[src/rtl/scan_sel_ctrl.sv]
// Scan sequencer for a downstream 3-to-8 decoder: steps through the enabled
// mask positions, holding E high for a dwell time and low for an optional gap.
module scan_sel_ctrl (
    input  logic       clk,
    input  logic       rst,
    input  logic       start,
    input  logic       stop,
    input  logic [7:0] mask,
    input  logic [7:0] dwell,
    input  logic [3:0] blank,
    output logic       E,
    output logic [2:0] In,
    output logic       busy,
    output logic       wrap
);

    typedef enum logic [1:0] {
        IDLE  = 2'd0,
        DWELL = 2'd1,
        BLANK = 2'd2
    } state_t;

    state_t     state_q;
    logic [2:0] in_q;
    logic       e_q;
    logic       busy_q;
    logic       wrap_q;
    logic [7:0] cnt_q;
    logic [7:0] dwell_q;
    logic [3:0] blank_q;

    logic       mask_nz;
    logic [2:0] first_idx_d;
    logic [2:0] rot_idx [8];
    logic [7:0] rot_mask;
    logic [2:0] step_d;
    logic [2:0] next_idx_d;
    logic       wrap_d;
    logic       end_dwell;
    logic       end_blank;

    assign mask_nz = |mask;

    // Mask rotated so bit k is the position k+1 steps above the current index.
    generate
        for (genvar gi = 0; gi < 8; gi++) begin : g_rot
            assign rot_idx[gi]  = in_q + 3'(gi + 1);
            assign rot_mask[gi] = mask[rot_idx[gi]];
        end
    endgenerate

    always_comb begin
        first_idx_d = 3'd0;
        for (int k = 7; k >= 0; k--) begin
            if (mask[k]) first_idx_d = 3'(k);
        end
    end

    always_comb begin
        step_d = 3'd0;
        for (int k = 7; k >= 0; k--) begin
            if (rot_mask[k]) step_d = 3'(k);
        end
    end

    // A lone set bit at the current index rotates to step 7, landing on itself.
    assign next_idx_d = in_q + step_d + 3'd1;
    assign wrap_d     = (next_idx_d <= in_q);

    assign end_dwell = (state_q == DWELL) && (cnt_q == dwell_q);
    assign end_blank = (state_q == BLANK) && (cnt_q == {4'd0, blank_q - 4'd1});

    always_ff @(posedge clk) begin
        if (rst) begin
            state_q <= IDLE;
            in_q    <= 3'd0;
            e_q     <= 1'b0;
            busy_q  <= 1'b0;
            wrap_q  <= 1'b0;
            cnt_q   <= 8'd0;
            dwell_q <= 8'd0;
            blank_q <= 4'd0;
        end else begin
            wrap_q <= 1'b0;
            case (state_q)
                IDLE: begin
                    if (start && !stop && mask_nz) begin
                        state_q <= DWELL;
                        in_q    <= first_idx_d;
                        e_q     <= 1'b1;
                        busy_q  <= 1'b1;
                        dwell_q <= dwell;
                        cnt_q   <= 8'd0;
                    end
                end
                DWELL, BLANK: begin
                    if (stop) begin
                        state_q <= IDLE;
                        e_q     <= 1'b0;
                        busy_q  <= 1'b0;
                        cnt_q   <= 8'd0;
                    end else if (end_dwell && (blank != 4'd0)) begin
                        state_q <= BLANK;
                        e_q     <= 1'b0;
                        blank_q <= blank;
                        cnt_q   <= 8'd0;
                    end else if (end_dwell || end_blank) begin
                        cnt_q <= 8'd0;
                        if (mask_nz) begin
                            state_q <= DWELL;
                            in_q    <= next_idx_d;
                            wrap_q  <= wrap_d;
                            e_q     <= 1'b1;
                            dwell_q <= dwell;
                        end else begin
                            state_q <= IDLE;
                            e_q     <= 1'b0;
                            busy_q  <= 1'b0;
                        end
                    end else begin
                        cnt_q <= cnt_q + 8'd1;
                    end
                end
                default: begin
                    state_q <= IDLE;
                    e_q     <= 1'b0;
                    busy_q  <= 1'b0;
                    cnt_q   <= 8'd0;
                end
            endcase
        end
    end

    assign E    = e_q;
    assign In   = in_q;
    assign busy = busy_q;
    assign wrap = wrap_q;

endmodule

[config.mk]
export PLATFORM = sky130hd
export DESIGN_NAME = scan_sel_ctrl
export DESIGN_NICKNAME = d
export VERILOG_FILES = /design/src/rtl/scan_sel_ctrl.sv
export SDC_FILE = /design/constraint.sdc
export NUM_CORES = 1
export LEC_CHECK = 0
export BUFFER_PORTS_ARGS = -buffer_cell sky130_fd_sc_hd__buf_2
export CAP_MARGIN = 0
export CELL_PAD_IN_SITES_DETAIL_PLACEMENT = 0
export CELL_PAD_IN_SITES_GLOBAL_PLACEMENT = 2
export CORE_MARGIN = 8
export CORE_UTILIZATION = 36
export CTS_BUF_LIST = sky130_fd_sc_hd__clkbuf_2 sky130_fd_sc_hd__clkbuf_4 sky130_fd_sc_hd__clkbuf_8
export CTS_CLUSTER_SIZE = 12
export DETAILED_ROUTE_END_ITERATION = 16
export PLACE_DENSITY = 0.9
export SYNTH_ARGS = -nofsm -noshare
export SYNTH_HDL_FRONTEND = slang
export SYNTH_SLANG_ARGS = --single-unit
[constraint.sdc]
create_clock -name clk -period 5.07 [get_ports clk]
set_input_delay 0.2535 -clock clk [delete_from_list [all_inputs] [get_ports clk]]
set_output_delay 0.2535 -clock clk [all_outputs]
set_load 0.005 [all_outputs]
==> results of run 1 <==
-- cells by family after synthesis --
logic type	Yosys count	share of synthesized area [%]
buffers and inverters	34	6.22
AO/OA/AOI/OAI	48	14.4
adder cells (fa/ha/maj)	13	7.36
AND/OR/NAND/NOR	98	19.9
XOR/XNOR	25	9.46
multiplexers	32	19.3
flip-flops	27	23.4
-- worst max-delay path: stages, from the launching register on --
cell and delay, ns:
sky130_fd_sc_hd__dfxtp_1 0.32, sky130_fd_sc_hd__buf_4 0.20, sky130_fd_sc_hd__inv_1 0.15, sky130_fd_sc_hd__ha_1 0.54, sky130_fd_sc_hd__mux2_1 0.42, sky130_fd_sc_hd__mux4_2 0.48, sky130_fd_sc_hd__o21ai_0 0.16, sky130_fd_sc_hd__nand2_1 0.07
sky130_fd_sc_hd__a31oi_1 0.17, sky130_fd_sc_hd__o21bai_1 0.11, sky130_fd_sc_hd__ha_1 0.21, sky130_fd_sc_hd__fa_1 0.49, sky130_fd_sc_hd__inv_1 0.06, sky130_fd_sc_hd__ha_1 0.29, sky130_fd_sc_hd__a21o_1 0.16, sky130_fd_sc_hd__a21oi_1 0.14
sky130_fd_sc_hd__a31oi_1 0.06, sky130_fd_sc_hd__nor4_1 0.20
-- layout by cell type, fill, tap and decap left out, types with 5 or more instances in the layout --
cell,netlist,final
sky130_fd_sc_hd__nor2_1,31,31
sky130_fd_sc_hd__buf_2,7,29
sky130_fd_sc_hd__dfxtp_1,27,27
sky130_fd_sc_hd__nand2_1,25,25
sky130_fd_sc_hd__xnor2_1,16,16
sky130_fd_sc_hd__inv_1,16,16
sky130_fd_sc_hd__mux2i_1,15,15
sky130_fd_sc_hd__a21oi_1,13,13
sky130_fd_sc_hd__ha_1,12,12
sky130_fd_sc_hd__xor2_1,9,9
sky130_fd_sc_hd__nand3_1,9,9
sky130_fd_sc_hd__mux4_2,8,8
sky130_fd_sc_hd__mux2_2,7,7
sky130_fd_sc_hd__nor3_1,7,7
sky130_fd_sc_hd__nor4_1,7,7
sky130_fd_sc_hd__nor2b_1,5,5
sky130_fd_sc_hd__o21ai_0,5,5
-- per-stage QoR --
stage                     area [um^2]  setup WS, ns  std cells  power, W
after global routing             2530         0.483        371  0.000826
after CTS                        2530         0.803        371  0.000771
after floorplan                  2310         0.665        277  0.000557
after detailed placement         2490         0.848        367  0.000638
after global placement           2490         0.983        367  0.000634
final                            2530         0.742        371  0.000770
-- sequential cells by signal, summed over array words and instances, names as in the netlist --
signal and count:
state_q 2, In 3, cnt_q 8, dwell_q 8, blank_q 4, wrap 1
busy 1
-- layer usage --
layer,up-vias,wire length [um],global-route usage [%]
met4,0,23,1.92
met1,927,2870,16.7
li1,1018,-,-
met3,2,208,1.79
met5,-,0,0
met2,36,2540,19.7
-- layout make-up --
type,count,area share [%]
clock buffers,4,1.92
repair buffers,31,6.32
multi-input cells,216,64.3
flip-flops and latches,27,21.3
well taps,77,3.80
inverters,16,2.37
-- worst paths after layout --
path,slack [ns],cells past startpoint,end,from
hold / removal,0.21,3,dwell_q[7],dwell[7]
setup reg to reg,0.74,17,wrap,In[1]
hold reg to reg,0.47,2,blank_q[3],blank_q[3]
setup / recovery,0.74,17,wrap,In[1]
-- report_power, final --
part | internal, W | switching (W)
logic | 0.000181 | 0.000220
registers | 0.000225 | 0.0000144
clock network | 0.0000616 | 0.0000677
==> flow_summary.ini, run 1 <==
[cells_and_area]
area_delta_synth_final_pct = 9.57
postLayoutCoreUtil_pct = 40.4
fillCellCount = 643
final_net_count = 332
post_route_cells_drive_above_1_share_pct = 17.7
ff_latch_area_um2 = 541
area_of_the_multi_input_gates_um2 = 1630
num_antenna_cells = 0

[placement]
io_buffers = 29
post-dp-hpwl_mm = 4.31
routabilityCongestion = 0.807

[yosys]
netlist.area_leader.share_pct = 23.4
yosysWarnings = 0
synthMostInstantiatedCell = sky130_fd_sc_hd__nor2_1
ys_seq_area_share_pct = 23.4
avgSynthCellArea_um2 = 8.35
list_of_most_frequent_post_synthesis_cells = 31 x sky130_fd_sc_hd__nor2_1, 27 x sky130_fd_sc_hd__dfxtp_1, 25 x sky130_fd_sc_hd__nand2_1, 16 x sky130_fd_sc_hd__inv_1, 16 x sky130_fd_sc_hd__xnor2_1
number_of_flops_mapped_to_enable_cells_by_yosys = 0
synthDistinctLibCells = 49
synth_fp_nets = 314
synth.ff_latch_count = 27
synth_flop_cell = sky130_fd_sc_hd__dfxtp_1
post-synth-top-area-cell = sky130_fd_sc_hd__dfxtp_1
synth-async-reset-ratio_pct = 0
synth_top_area_cells = sky130_fd_sc_hd__dfxtp_1 23%, sky130_fd_sc_hd__mux4_2 7.8%, sky130_fd_sc_hd__ha_1 6.5%
post_synth_inst_count = 277
synth.cell_area_um2 = 2310

[worst_setup_path]
worstSetupStartpointType = register
critical_path_peak_fanout = 11
worstPathRequired_ns = 5.24
critPathCaptureType = register
critical_path_class = register to register
timing.critical_path.arrival_ns = 4.50

[drt]
wire_per_inst_um = 15.2
routed-via-count = 1983
drc = 0
route.detailed.vias_per_inst = 5.35
antenna_left = 0
initialDrtViolationCount = 93
wl_mm = 5.64
detailedRoute.firstPassIterationCount = 4

[die]
chipWidth_um = 96.2
fp.dieArea_um2 = 9250
core_um2 = 6280
rows = 29
chipHeight_um = 96.2
effective_utilization_at_floorplan_pct = 36.9
floorplan.io_pins = 30

[sta]
timing.final.max_slew_violations = 0
timing.max_slew.rel_slack_pct = 51.9
report.final.hold_viol_count = 0
layout_worst_path_cycle_share_pct = 85.4
worst_clock_skew_ns = 0.00269
worstMarginPinSlew_ns = 0.721
grt_setup_unrepaired = false
maximum_clock_frequency_mhz = 231
fin_hold_ws_ns = 0.208
fin_tns_setup_ns = 0
report.final.setup_viol = 0
min_period_ns = 4.33

[clocking]
clockBufferDepth = 2
cts_post_setup_buffers_inserted = 0
post_cts_hold_buffers = 0
worst_skew_pair.late_latency_ns = 0.27
htreeDepth = 1
cts_tree = yes
postCtsResizedCells = 0
tritoncts_buffer_count = 3
clock_sinks = 27
clkSlewWorstSetupHoldPaths_ns = 0.09
root_buffer = sky130_fd_sc_hd__clkbuf_8

[pwr]
vdd_drop_max_v = 0.000179
leakage_nw = 1.03
powerDensity_nw_per_um2 = 304

[job]
max-cap-violations = 0

[global_route]
number_of_global_route_vias_before_repair = 1852
antenna_found_initial = 0
grt_start_max_net_pins = 24
grt.total_usage_pct = 12.1
gr-total-overflow = 0
grt_first_pass_wirelength_mm = 9.05

[run_status]
outcome = completed

[worst_hold_path]
path_type_of_the_worst_min_delay_path = primary input to register
No activity file was read; power rests on OpenSTA's default activity.
==> run 2: changes to the inputs <==
--- a/config.mk
+++ b/config.mk
@@ -10,11 +10,11 @@
 export CELL_PAD_IN_SITES_DETAIL_PLACEMENT = 0
 export CELL_PAD_IN_SITES_GLOBAL_PLACEMENT = 2
 export CORE_MARGIN = 8
-export CORE_UTILIZATION = 36
+export CORE_UTILIZATION = 35
 export CTS_BUF_LIST = sky130_fd_sc_hd__clkbuf_2 sky130_fd_sc_hd__clkbuf_4 sky130_fd_sc_hd__clkbuf_8
 export CTS_CLUSTER_SIZE = 12
 export DETAILED_ROUTE_END_ITERATION = 16
-export PLACE_DENSITY = 0.9
+export PLACE_DENSITY_LB_ADDON = 0.1
 export SYNTH_ARGS = -nofsm -noshare
 export SYNTH_HDL_FRONTEND = slang
 export SYNTH_SLANG_ARGS = --single-unit
==> run 2 against run 1 <==
Against the previous run: sequential share of layout area unchanged; non-clock buffer count unchanged; cell area unchanged; fmax up 0.59%; core utilization down 0.69 points; routed wire length up 4.5%; critical endpoint unchanged; clock-buffer cell count down 1.
==> flow_summary.ini, run 2 (synthesis results as in run 1) <==
[clocking]
htreeDepth = 1
clock_sinks = 27
clkSlewWorstSetupHoldPaths_ns = 0.10
root_buffer = sky130_fd_sc_hd__clkbuf_8
cts_tree = yes
postCtsResizedCells = 0
worst_skew_pair.late_latency_ns = 0.28
cts_post_setup_buffers_inserted = 0
tritoncts_buffer_count = 3
post_cts_hold_buffers = 0
clockBufferDepth = 2

[die]
rows = 29
floorplan.io_pins = 30
core_um2 = 6390
effective_utilization_at_floorplan_pct = 36.2
chipHeight_um = 97.3
chipWidth_um = 97.3
fp.dieArea_um2 = 9470

[pwr]
power_switching_share_pct = 40.2
leakage_nw = 1.02
share_clk_of_total_power_pct = 17.1
power.net_switching_w = 0.000310
logic_gate_share_of_total_power_pct = 51.9
vdd_drop_max_v = 0.000123
powerDensity_nw_per_um2 = 304
cell_internal_pwr_w = 0.000462
sequentialPowerShare_pct = 31.0

[cells_and_area]
num_antenna_cells = 0
layout_common_cells = 31 x sky130_fd_sc_hd__nor2_1, 29 x sky130_fd_sc_hd__buf_2, 27 x sky130_fd_sc_hd__dfxtp_1
area_delta_synth_final_pct = 9.57
largest_registers = cnt_q (8), dwell_q (8), blank_q (4)
layout_commonest_cell = sky130_fd_sc_hd__nor2_1
final_net_count = 332
post_route_cells_drive_above_1_share_pct = 17.7
fillCellCount = 656
postLayoutCoreUtil_pct = 39.7

[placement]
io_buffers = 29
post_placement_setup_slack_ns = 0.820
routabilityCongestion = 0.812
post-dp-hpwl_mm = 4.50

[sta]
fin_tns_setup_ns = 0
report.final.hold_viol_count = 0
min_period_ns = 4.30
grt_setup_unrepaired = false
timing.max_slew.rel_slack_pct = 52.2
layout_worst_path_cycle_share_pct = 84.9
report.final.setup_viol = 0
worst_path_setup_slack_after_routing_ns = 0.767
timing.final.max_slew_violations = 0
worstMarginPinSlew_ns = 0.717
worst_clock_skew_ns = 0.00261
maximum_clock_frequency_mhz = 232

[worst_setup_path]
timing.critical_path.arrival_ns = 4.49
crit_path_start = In[1]
critical_path.slowest_cell = sky130_fd_sc_hd__a221oi_1
worstSetupStartpointType = register
timing.rr.start = In[1]
cp_top_family = compound AO/OA/AOI/OAI gates
critPathCaptureType = register
cpMostUsedCell = sky130_fd_sc_hd__ha_1
worstPathCellList = buf_4, inv_1, ha_1, mux2_2, mux2i_1, a221oi_1, o21ai_0, nand2_1, a31oi_1, o21bai_1, ha_1, fa_1, inv_1, ha_1, a21o_1, a21oi_1, a31oi_1, nor4_1
worstPathRequired_ns = 5.26
timing.critical_path.buf_inv = 3
critical_path_class = register to register
critical_path_peak_fanout = 11
crit_path_max_incr_delay_ns = 0.60

[drt]
wl_mm = 5.89
initialDrtViolationCount = 104
detailedRoute.firstPassIterationCount = 4
routed-via-count = 1977
route.detailed.vias_per_inst = 5.33
drc = 0
antenna_left = 0
wire_per_inst_um = 15.9

[global_route]
grt_first_pass_wirelength_mm = 10.1
number_of_global_route_vias_before_repair = 1960
gr-total-overflow = 0
antenna_found_initial = 0
grt.total_usage_pct = 12.6
grt_start_max_net_pins = 24

[job]
max-cap-violations = 0

[worst_hold_path]
hold_start = dwell[2]
path_type_of_the_worst_min_delay_path = primary input to register

[run_status]
outcome = completed
## run 2: cell types whose count changed in the layout (fill, tap and decap cells not counted), sizes merged
cell and change:
clkinvlp +1, clkbuf -1
## run 2: stage by stage
stage	instance area, um^2	hold slack [ns]	power [W]	std cells
finish	2530	0.198	0.000772	371
global placement	2490	0.440	0.000643	367
floorplan	2310	0.397	0.000557	277
global route	2530	0.191	0.000839	371
detailed placement	2490	0.446	0.000643	367
CTS	2530	0.195	0.000775	371
## run 2: worst register-to-register path, stage by stage, from the launching register on
cell                       delay [ns]
sky130_fd_sc_hd__dfxtp_1         0.32
sky130_fd_sc_hd__buf_4           0.19
sky130_fd_sc_hd__inv_1           0.15
sky130_fd_sc_hd__ha_1            0.56
sky130_fd_sc_hd__mux2_2          0.25
sky130_fd_sc_hd__mux2i_1         0.08
sky130_fd_sc_hd__a221oi_1        0.60
sky130_fd_sc_hd__o21ai_0         0.20
sky130_fd_sc_hd__nand2_1         0.11
sky130_fd_sc_hd__a31oi_1         0.08
sky130_fd_sc_hd__o21bai_1        0.19
sky130_fd_sc_hd__ha_1            0.20
sky130_fd_sc_hd__fa_1            0.41
sky130_fd_sc_hd__inv_1           0.09
sky130_fd_sc_hd__ha_1            0.24
sky130_fd_sc_hd__a21o_1          0.16
sky130_fd_sc_hd__a21oi_1         0.14
sky130_fd_sc_hd__a31oi_1         0.06
sky130_fd_sc_hd__nor4_1          0.19
## run 2: area by class of cell
cell class / count / area [um^2] / share of cell area, %
well taps: 77 / 96.3 / 3.80
clock inverters: 1 / 7.51 / 0.296
repair buffers: 31 / 160 / 6.32
inverters: 16 / 60.1 / 2.37
clock buffers: 3 / 41.3 / 1.63
multi-input cells: 216 / 1630 / 64.3
flip-flops and latches: 27 / 541 / 21.3
## run 2: final timing paths
| check | depth (start not counted) | slack [ns] | to |
|---|---|---|---|
| setup reg to reg | 18 | 0.77 | wrap |
| setup / recovery | 18 | 0.77 | wrap |
| hold / removal | 3 | 0.20 | dwell_q[2] |
| hold reg to reg | 2 | 0.46 | busy |
## run 2: power by group through the flow
stage,registers [W],logic (W),clock network [W]
after detailed placement,0.000245,0.000398,0
after global routing,0.000242,0.000452,0.000145
after global placement,0.000245,0.000398,0
final,0.000240,0.000400,0.000132
after floorplan,0.000240,0.000317,0
after CTS,0.000240,0.000400,0.000135
## run 2: metal layers
layer | vias up | wire length [um] | GRT usage, % | part of all wire [%]
met5 | - | 0 | 0 | 0
met4 | 0 | 15 | 1.17 | 0.25
met3 | 2 | 411 | 4.91 | 7.0
met2 | 57 | 2310 | 16.9 | 39
met1 | 894 | 3150 | 18.7 | 54
li1 | 1024 | - | - | -
